==> src/rtl/uart_tx_serializer.sv <==
// uart_tx_serializer: 8N1 UART byte transmitter with registered outputs and a level idle flag.
module uart_tx_serializer #(
  parameter int CLOCKS_PER_BIT = 868,
  parameter int STOP_BITS      = 1,
  parameter int COUNTER_SIZE   = 16
) (
  input  logic       CLK,
  input  logic       RST,
  input  logic       is_tx_ready,
  input  logic [7:0] tx_data,
  output logic       tx_line,
  output logic       is_tx_done
);
  localparam logic [1:0] IDLE  = 2'd0;
  localparam logic [1:0] START = 2'd1;
  localparam logic [1:0] DATA  = 2'd2;
  localparam logic [1:0] STOP  = 2'd3;
  localparam logic [COUNTER_SIZE-1:0] BIT_LAST  = COUNTER_SIZE'(CLOCKS_PER_BIT - 1);
  localparam logic [COUNTER_SIZE-1:0] STOP_LAST = COUNTER_SIZE'(STOP_BITS * CLOCKS_PER_BIT - 1);
  logic [1:0]              state;
  logic [COUNTER_SIZE-1:0] baud_cnt;
  logic [2:0]              bit_idx;
  logic [7:0]              data_reg;
  logic                    bit_end;
  logic                    stop_end;
  logic [2:0]              nxt_idx;
  always_comb begin
    bit_end  = baud_cnt == BIT_LAST;
    stop_end = baud_cnt == STOP_LAST;
    nxt_idx  = bit_idx + 3'd1;
  end
  always_ff @(posedge CLK) begin
    if (RST) begin
      state      <= IDLE;
      tx_line    <= 1'b1;
      is_tx_done <= 1'b1;
      baud_cnt   <= '0;
      bit_idx    <= '0;
      data_reg   <= '0;
    end else begin
      case (state)
        IDLE: if (is_tx_ready) begin
          data_reg   <= tx_data;
          tx_line    <= 1'b0;
          is_tx_done <= 1'b0;
          baud_cnt   <= '0;
          bit_idx    <= '0;
          state      <= START;
        end
        START: if (bit_end) begin
          baud_cnt <= '0;
          tx_line  <= data_reg[0];
          state    <= DATA;
        end else baud_cnt <= baud_cnt + 1'b1;
        DATA: if (bit_end) begin
          baud_cnt <= '0;
          bit_idx  <= nxt_idx;
          tx_line  <= bit_idx == 3'd7 ? 1'b1 : data_reg[nxt_idx];
          state    <= bit_idx == 3'd7 ? STOP : DATA;
        end else baud_cnt <= baud_cnt + 1'b1;
        default: if (stop_end) begin
          baud_cnt   <= '0;
          is_tx_done <= 1'b1;
          state      <= IDLE;
        end else baud_cnt <= baud_cnt + 1'b1;
      endcase
    end
  end
endmodule

==> config.mk <==
export PLATFORM = sky130hd
export DESIGN_NAME = uart_tx_serializer
export DESIGN_NICKNAME = d
export VERILOG_FILES = /design/src/rtl/uart_tx_serializer.sv
export SDC_FILE = /design/constraint.sdc
export NUM_CORES = 1
export LEC_CHECK = 0
export ABC_AREA = 1
export BUFFER_PORTS_ARGS = -buffer_cell sky130_fd_sc_hd__buf_4
export CAP_MARGIN = 10
export CORE_ASPECT_RATIO = 0.8
export CORE_MARGIN = 1
export CORE_UTILIZATION = 45
export DETAILED_ROUTE_END_ITERATION = 7
export PLACE_DENSITY = 0.63
export SKIP_LAST_GASP = 1
export SYNTH_ARGS = -nofsm -noshare
export SYNTH_HDL_FRONTEND = slang
export SYNTH_SLANG_ARGS = --single-unit
==> constraint.sdc <==
create_clock -name CLK -period 3.2 [get_ports CLK]
set_input_delay 0.32 -clock CLK [delete_from_list [all_inputs] [get_ports CLK]]
set_output_delay 0.32 -clock CLK [all_outputs]
set_load 0.05 [all_outputs]
Word-level counts from Yosys, hierarchy flattened. Index checks and enable logic that the tools add are counted.

Bits of input ports: 11. Memories kept: 0. Flip-flop bits (word level): 31. RAM bits: 0. Bits in latches: 0. Logic and storage cells: 48. Output and inout port bits: 2. ROM bits: 0.

Reductions and logical operators: 10. Add/sub/neg operators: 2. $mul: 0. Bitwise gates (word level): 1. Equality and inequality tests: 7. Mux-type cells: 21. Shift-type cells: 0. Divide/modulo/power cells: 0. $lt $le $gt $ge: 1.

Operator list (count): $mux W16 (3); $add A16 B1 Y16 const B (1); $eq A16 B10 Y1 const B (1); $mux W2 (4); $reduce_and A4 Y1 (2); $mux W1 (7); $mux W3 (2); $ne A2 B2 Y1 const B (3); $pmux W2 S3 (1); $pmux W3 S2 (1); $reduce_and A3 Y1 (2); $lt A3 B4 Y1 const B (1); $reduce_bool A2 Y1 (2); $add A3 B1 Y3 const B (1); $bmux W1 S3 (1); $eq A3 B3 Y1 const B (1); $pmux W1 S3 (1); $reduce_bool A3 Y1 (1); $eq A2 B1 Y1 const B (1); $eq A2 B2 Y1 const B (1); $logic_not A2 Y1 (1); $pmux W1 S2 (1); $reduce_and A2 Y1 (1); $reduce_or A2 Y1 (1); $not A1 Y1 (1).

Depth between registers and ports, before layout.
Word-level depth: 6. Mapped depth: 11. Gate-level depth less buffers: 11.

Worst setup path after synthesis. OpenSTA, ideal clock, no wires.

Path kind: reg-to-reg. Start point: reg state[0]. End point: reg bit_idx[0]. Setup time: 113 ps. Setup slack: 1733 ps. Path buffers: 1. Cell stages (with the launch flop): 10. Data arrival time: 1354 ps. Clock period less this slack: 1467 ps. Data required time: 3087 ps. Cell sequence: dfxtp_1 > inv_1 > ha_1 > inv_2 > nor2_4 > inv_1 > buf_2 > nand3_2 > nor2_1 > nor2_1.

Word-level cells in the longest chain between the ends: 3. Elaborated cells on any way between the ends: 7. Classes of those cells: eq/ne (3); mux (1); reduce/logical (3).

RTL lines: from (decl) (line 20) `logic [1:0] state;`; from (signal assigned) (line 59) `state <= bit_idx == 3'd7 ? STOP : DATA;`; $eq A2 B2 Y1 / $logic_not A2 Y1 (equally long branches) (line 41) `case (state)`; $ne A2 B2 Y1 (no source line) / $reduce_bool A2 Y1 (equally long branches); $reduce_and A3 Y1 (no source line); to (signal assigned) (line 57) `bit_idx <= nxt_idx;`; to (decl) (line 22) `logic [2:0] bit_idx;`.

Parallel ways exist; a longest one is shown, timed or not. A chain may end at the register's enable or synchronous reset.

Worst setup path after layout.
Start point: reg state[0]. End point: reg baud_cnt[3].

Word-level cells in the longest chain between the ends: 2. Elaborated cells on any way between the ends: 3. Classes of those cells: eq/ne (1); mux (1); reduce/logical (1).

RTL lines: $logic_not A2 Y1 (*) (line 41); $ne A2 B2 Y1 (no source line) / $mux W16 (equally long branches); to (signal assigned) (line 54) `end else baud_cnt <= baud_cnt + 1'b1;`; to (signal assigned) (line 60) `end else baud_cnt <= baud_cnt + 1'b1;`; to (signal assigned) (line 65) `end else baud_cnt <= baud_cnt + 1'b1;`; to (decl) (line 21) `logic [COUNTER_SIZE-1:0] baud_cnt;`.

Mark *: on every way between the ends. The rest lies on a longest branch, timed or not.

==> reports/metrics.cfg <==
[finish]
antennaDiodeCount = 0
drive_above_1_share_pct = 14.1
largest_register_ff_count = 16
final_cell_mix = sky130_fd_sc_hd__nand2_1 (59), sky130_fd_sc_hd__nor2_1 (43), sky130_fd_sc_hd__dfxtp_1 (31)
final_common_cell = sky130_fd_sc_hd__nand2_1
syn_to_final_growth_pct = 12.1
design.final.nets = 307
fin_cells = 345
n_fill_cell = 392

[cts]
max_clock_buf_depth = 2
postCtsSetupBuffers = 0
cts_resized = 0
cts-hold-fix-buffers = 0
cts.clk_slew.worst_paths_ns = 0.07
h-tree-depth = 2
cts_root_buffer = sky130_fd_sc_hd__clkbuf_8
tritoncts = yes
cts_buffers = 5
clock_sink_count = 31
worstSkewPairLatency_ns = 0.28

[sta]
slew_headroom_pct = 69.7
maxSlewViolCount = 0
grt_setup_unrepaired = no
skew_ns = 0.00455
timing_worst_slew_pin_value_ns = 0.454
post-route-period-util_pct = 62.1
final.min_clock_period_ns = 1.99
final.setup.tns_ns = 0
finalSetupViolCount = 0
report.final.hold_viol_count = 0
timing.fmax_mhz = 503

[die]
pin_count = 13
coreArea_mm2 = 0.00388
initial_core_util_pct = 48.0
chipHeight_um = 59.5
die-area_mm2 = 0.00440
std_cell_rows = 20
die_width_um = 73.9

[worst_setup_path]
critPathLaunchType = register
r2r_start = state[0]
setup.worst_path.end_class = register
r2r-end = baud_cnt[3]
cp_num_buf_inv = 3
crit_path_max_incr_delay_ns = 0.37
cp_top_family = simple AND/OR/NAND/NOR gates
crit_path_cell_trace = inv_1 > ha_1 > inv_2 > nor2_4 > inv_1 > nand3_1 > nand3_1 > a21oi_1
register_to_register_path_setup_slack_ns = 1.21
worst-endpoint-required_ns = 3.42
crit_path_max_fanout = 17
crit_slowest_cell = sky130_fd_sc_hd__nor2_4
worst-r2r-cell-count = 8
worst-endpoint-arrival_ns = 2.20
critical_path_class = reg -> reg

[status]
status = finished clean

[route]
detail_route.wirelength_um = 4180
routed_wire_length_per_instance_um = 12.1
postRouteAntennaNets = 0
initialDrtViolationCount = 125
drcViolationCount = 0
drtPass1Iterations = 4
vias_per_cell = 5.03
detailroute.via_count = 1737

[placed_design]
place_inst = 337
port-buffer-count = 12
dp_hpwl_um = 3070
final_weighted_congestion_in_routability_driven_placement = 0.869

[grt]
maximum_number_of_pins_on_one_net_before_global_route_repair = 18
antenna_found_initial = 0
grt_use_total_pct = 22.4
wire_length_of_the_first_global_routing_pass_um = 7450
first_global_vias = 1584
globalRoute.totalOverflow = 0

[logic_synthesis]
syn-instance-count = 277
synth-seq-area-share_pct = 33.4
ys_ff_latch = 31
post_syn_area_mm2 = 0.00186
synth_cell_types = 28
synthesis.yosys.warnings = 0
syn_nets = 295
postSynth.asyncResetShare_pct = 0
synth_edf_count = 0
syn-mean-instance-area_um2 = 6.72
synth_flop_cell = sky130_fd_sc_hd__dfxtp_1

[worst_hold_path]
min_path_type = in -> reg
min-delay-start = tx_data[7]
whs_path_depth = 3
hold_path_endpoint = data_reg[7]

[power_and_ir_drop]
power_leakage_nw = 0.879
total_power_mw = 1.29
vdd_drop_max_mv = 0.672
power_density_mw_per_mm2 = 618

[flow_run]
cap_viol_max_count = 0

[routing by layer]
layer	global-route usage (%)	part of all wire [%]
met1	34.8	54
met2	30.9	38
met3	4.59	6.5
met4	5.77	1.1
met5	0	0
[power by group]
group	switching, mW	internal [mW]	leakage, nW	total [mW]
Combinational	0.304	0.152	0.574	0.456
Sequential	0.0415	0.446	0.253	0.487
Clock	0.149	0.196	0.0515	0.345
Total	0.495	0.794	0.879	1.29
[through the flow]
| stage | hold slack (ns) | instance area, µm² | utilization (%) | setup slack, ns |
|---|---|---|---|---|
| global route | 0.315 | 2090 | 53.8 | 1.05 |
| CTS | 0.286 | 2090 | 53.8 | 1.25 |
| global placement | 0.464 | 1990 | 51.2 | 1.33 |
| finish | 0.285 | 2090 | 53.8 | 1.21 |
| detailed placement | 0.462 | 1990 | 51.2 | 1.28 |
| floorplan | 0.444 | 1860 | - | 1.73 |
[layout make-up]
type / instances / area (µm²) / area share (%)
inverter: 30 / 113 / 5.40
clock buffer: 8 / 100 / 4.80
multi-input combinational: 209 / 1090 / 52.4
tap: 55 / 68.8 / 3.30
sequential: 31 / 621 / 29.8
timing repair buffer: 12 / 90.1 / 4.32
[logic make-up (layout without fill, tap and decap cells)]
kind of cell    after synthesis  count (layout)  share of synthesized area (%)
fa+ha+maj                     7               7                           4.71
simple gates                164             164                           43.3
buf+inv                      37              50                           7.87
flops                        31              31                           33.4
xor+xnor                      2               2                          0.942
compound gates               36              36                           9.82
[worst max-delay path by stage]
stage / slack, ns / cells past startpoint / from / to
6_report: 1.21 / 8 / state[0] / baud_cnt[3]
5_1_grt: 1.05 / 9 / state[0] / state[0]
4_1_cts: 1.25 / 8 / state[0] / baud_cnt[3]
3_5_place_dp: 1.28 / 9 / state[0] / state[0]
3_3_place_gp: 1.33 / 9 / state[0] / state[1]
2_1_floorplan: 1.73 / 9 / state[0] / bit_idx[0]
[synthesized netlist by cell type (2+ instances only)]
cell | number | area share [%]
sky130_fd_sc_hd__nand3_1 | 26 | 7.0
sky130_fd_sc_hd__a21oi_1 | 22 | 5.9
sky130_fd_sc_hd__buf_2 | 3 | 0.81
sky130_fd_sc_hd__clkbuf_1 | 3 | 0.61
sky130_fd_sc_hd__nor3_1 | 4 | 1.1
sky130_fd_sc_hd__o21ai_1 | 2 | 0.54
sky130_fd_sc_hd__nand2_2 | 4 | 1.3
sky130_fd_sc_hd__nor2_4 | 2 | 1.2
sky130_fd_sc_hd__nand2_1 | 59 | 12
sky130_fd_sc_hd__xor2_1 | 2 | 0.94
sky130_fd_sc_hd__inv_1 | 27 | 5.4
sky130_fd_sc_hd__dfxtp_1 | 31 | 33
sky130_fd_sc_hd__nand3b_1 | 3 | 1.2
sky130_fd_sc_hd__nand3_2 | 4 | 2.2
sky130_fd_sc_hd__nand4_1 | 10 | 3.4
sky130_fd_sc_hd__or2_2 | 3 | 1.0
sky130_fd_sc_hd__o21ai_0 | 11 | 3.0
sky130_fd_sc_hd__nor2_1 | 43 | 8.7
sky130_fd_sc_hd__inv_2 | 3 | 0.61
sky130_fd_sc_hd__ha_1 | 7 | 4.7
[tightest hold or removal path, cell delays in order]
cell	delay [ns]
sky130_fd_sc_hd__buf_4	0.07
sky130_fd_sc_hd__o21ai_0	0.07
sky130_fd_sc_hd__nor2_1	0.07
No activity file was read; power rests on OpenSTA's default activity.
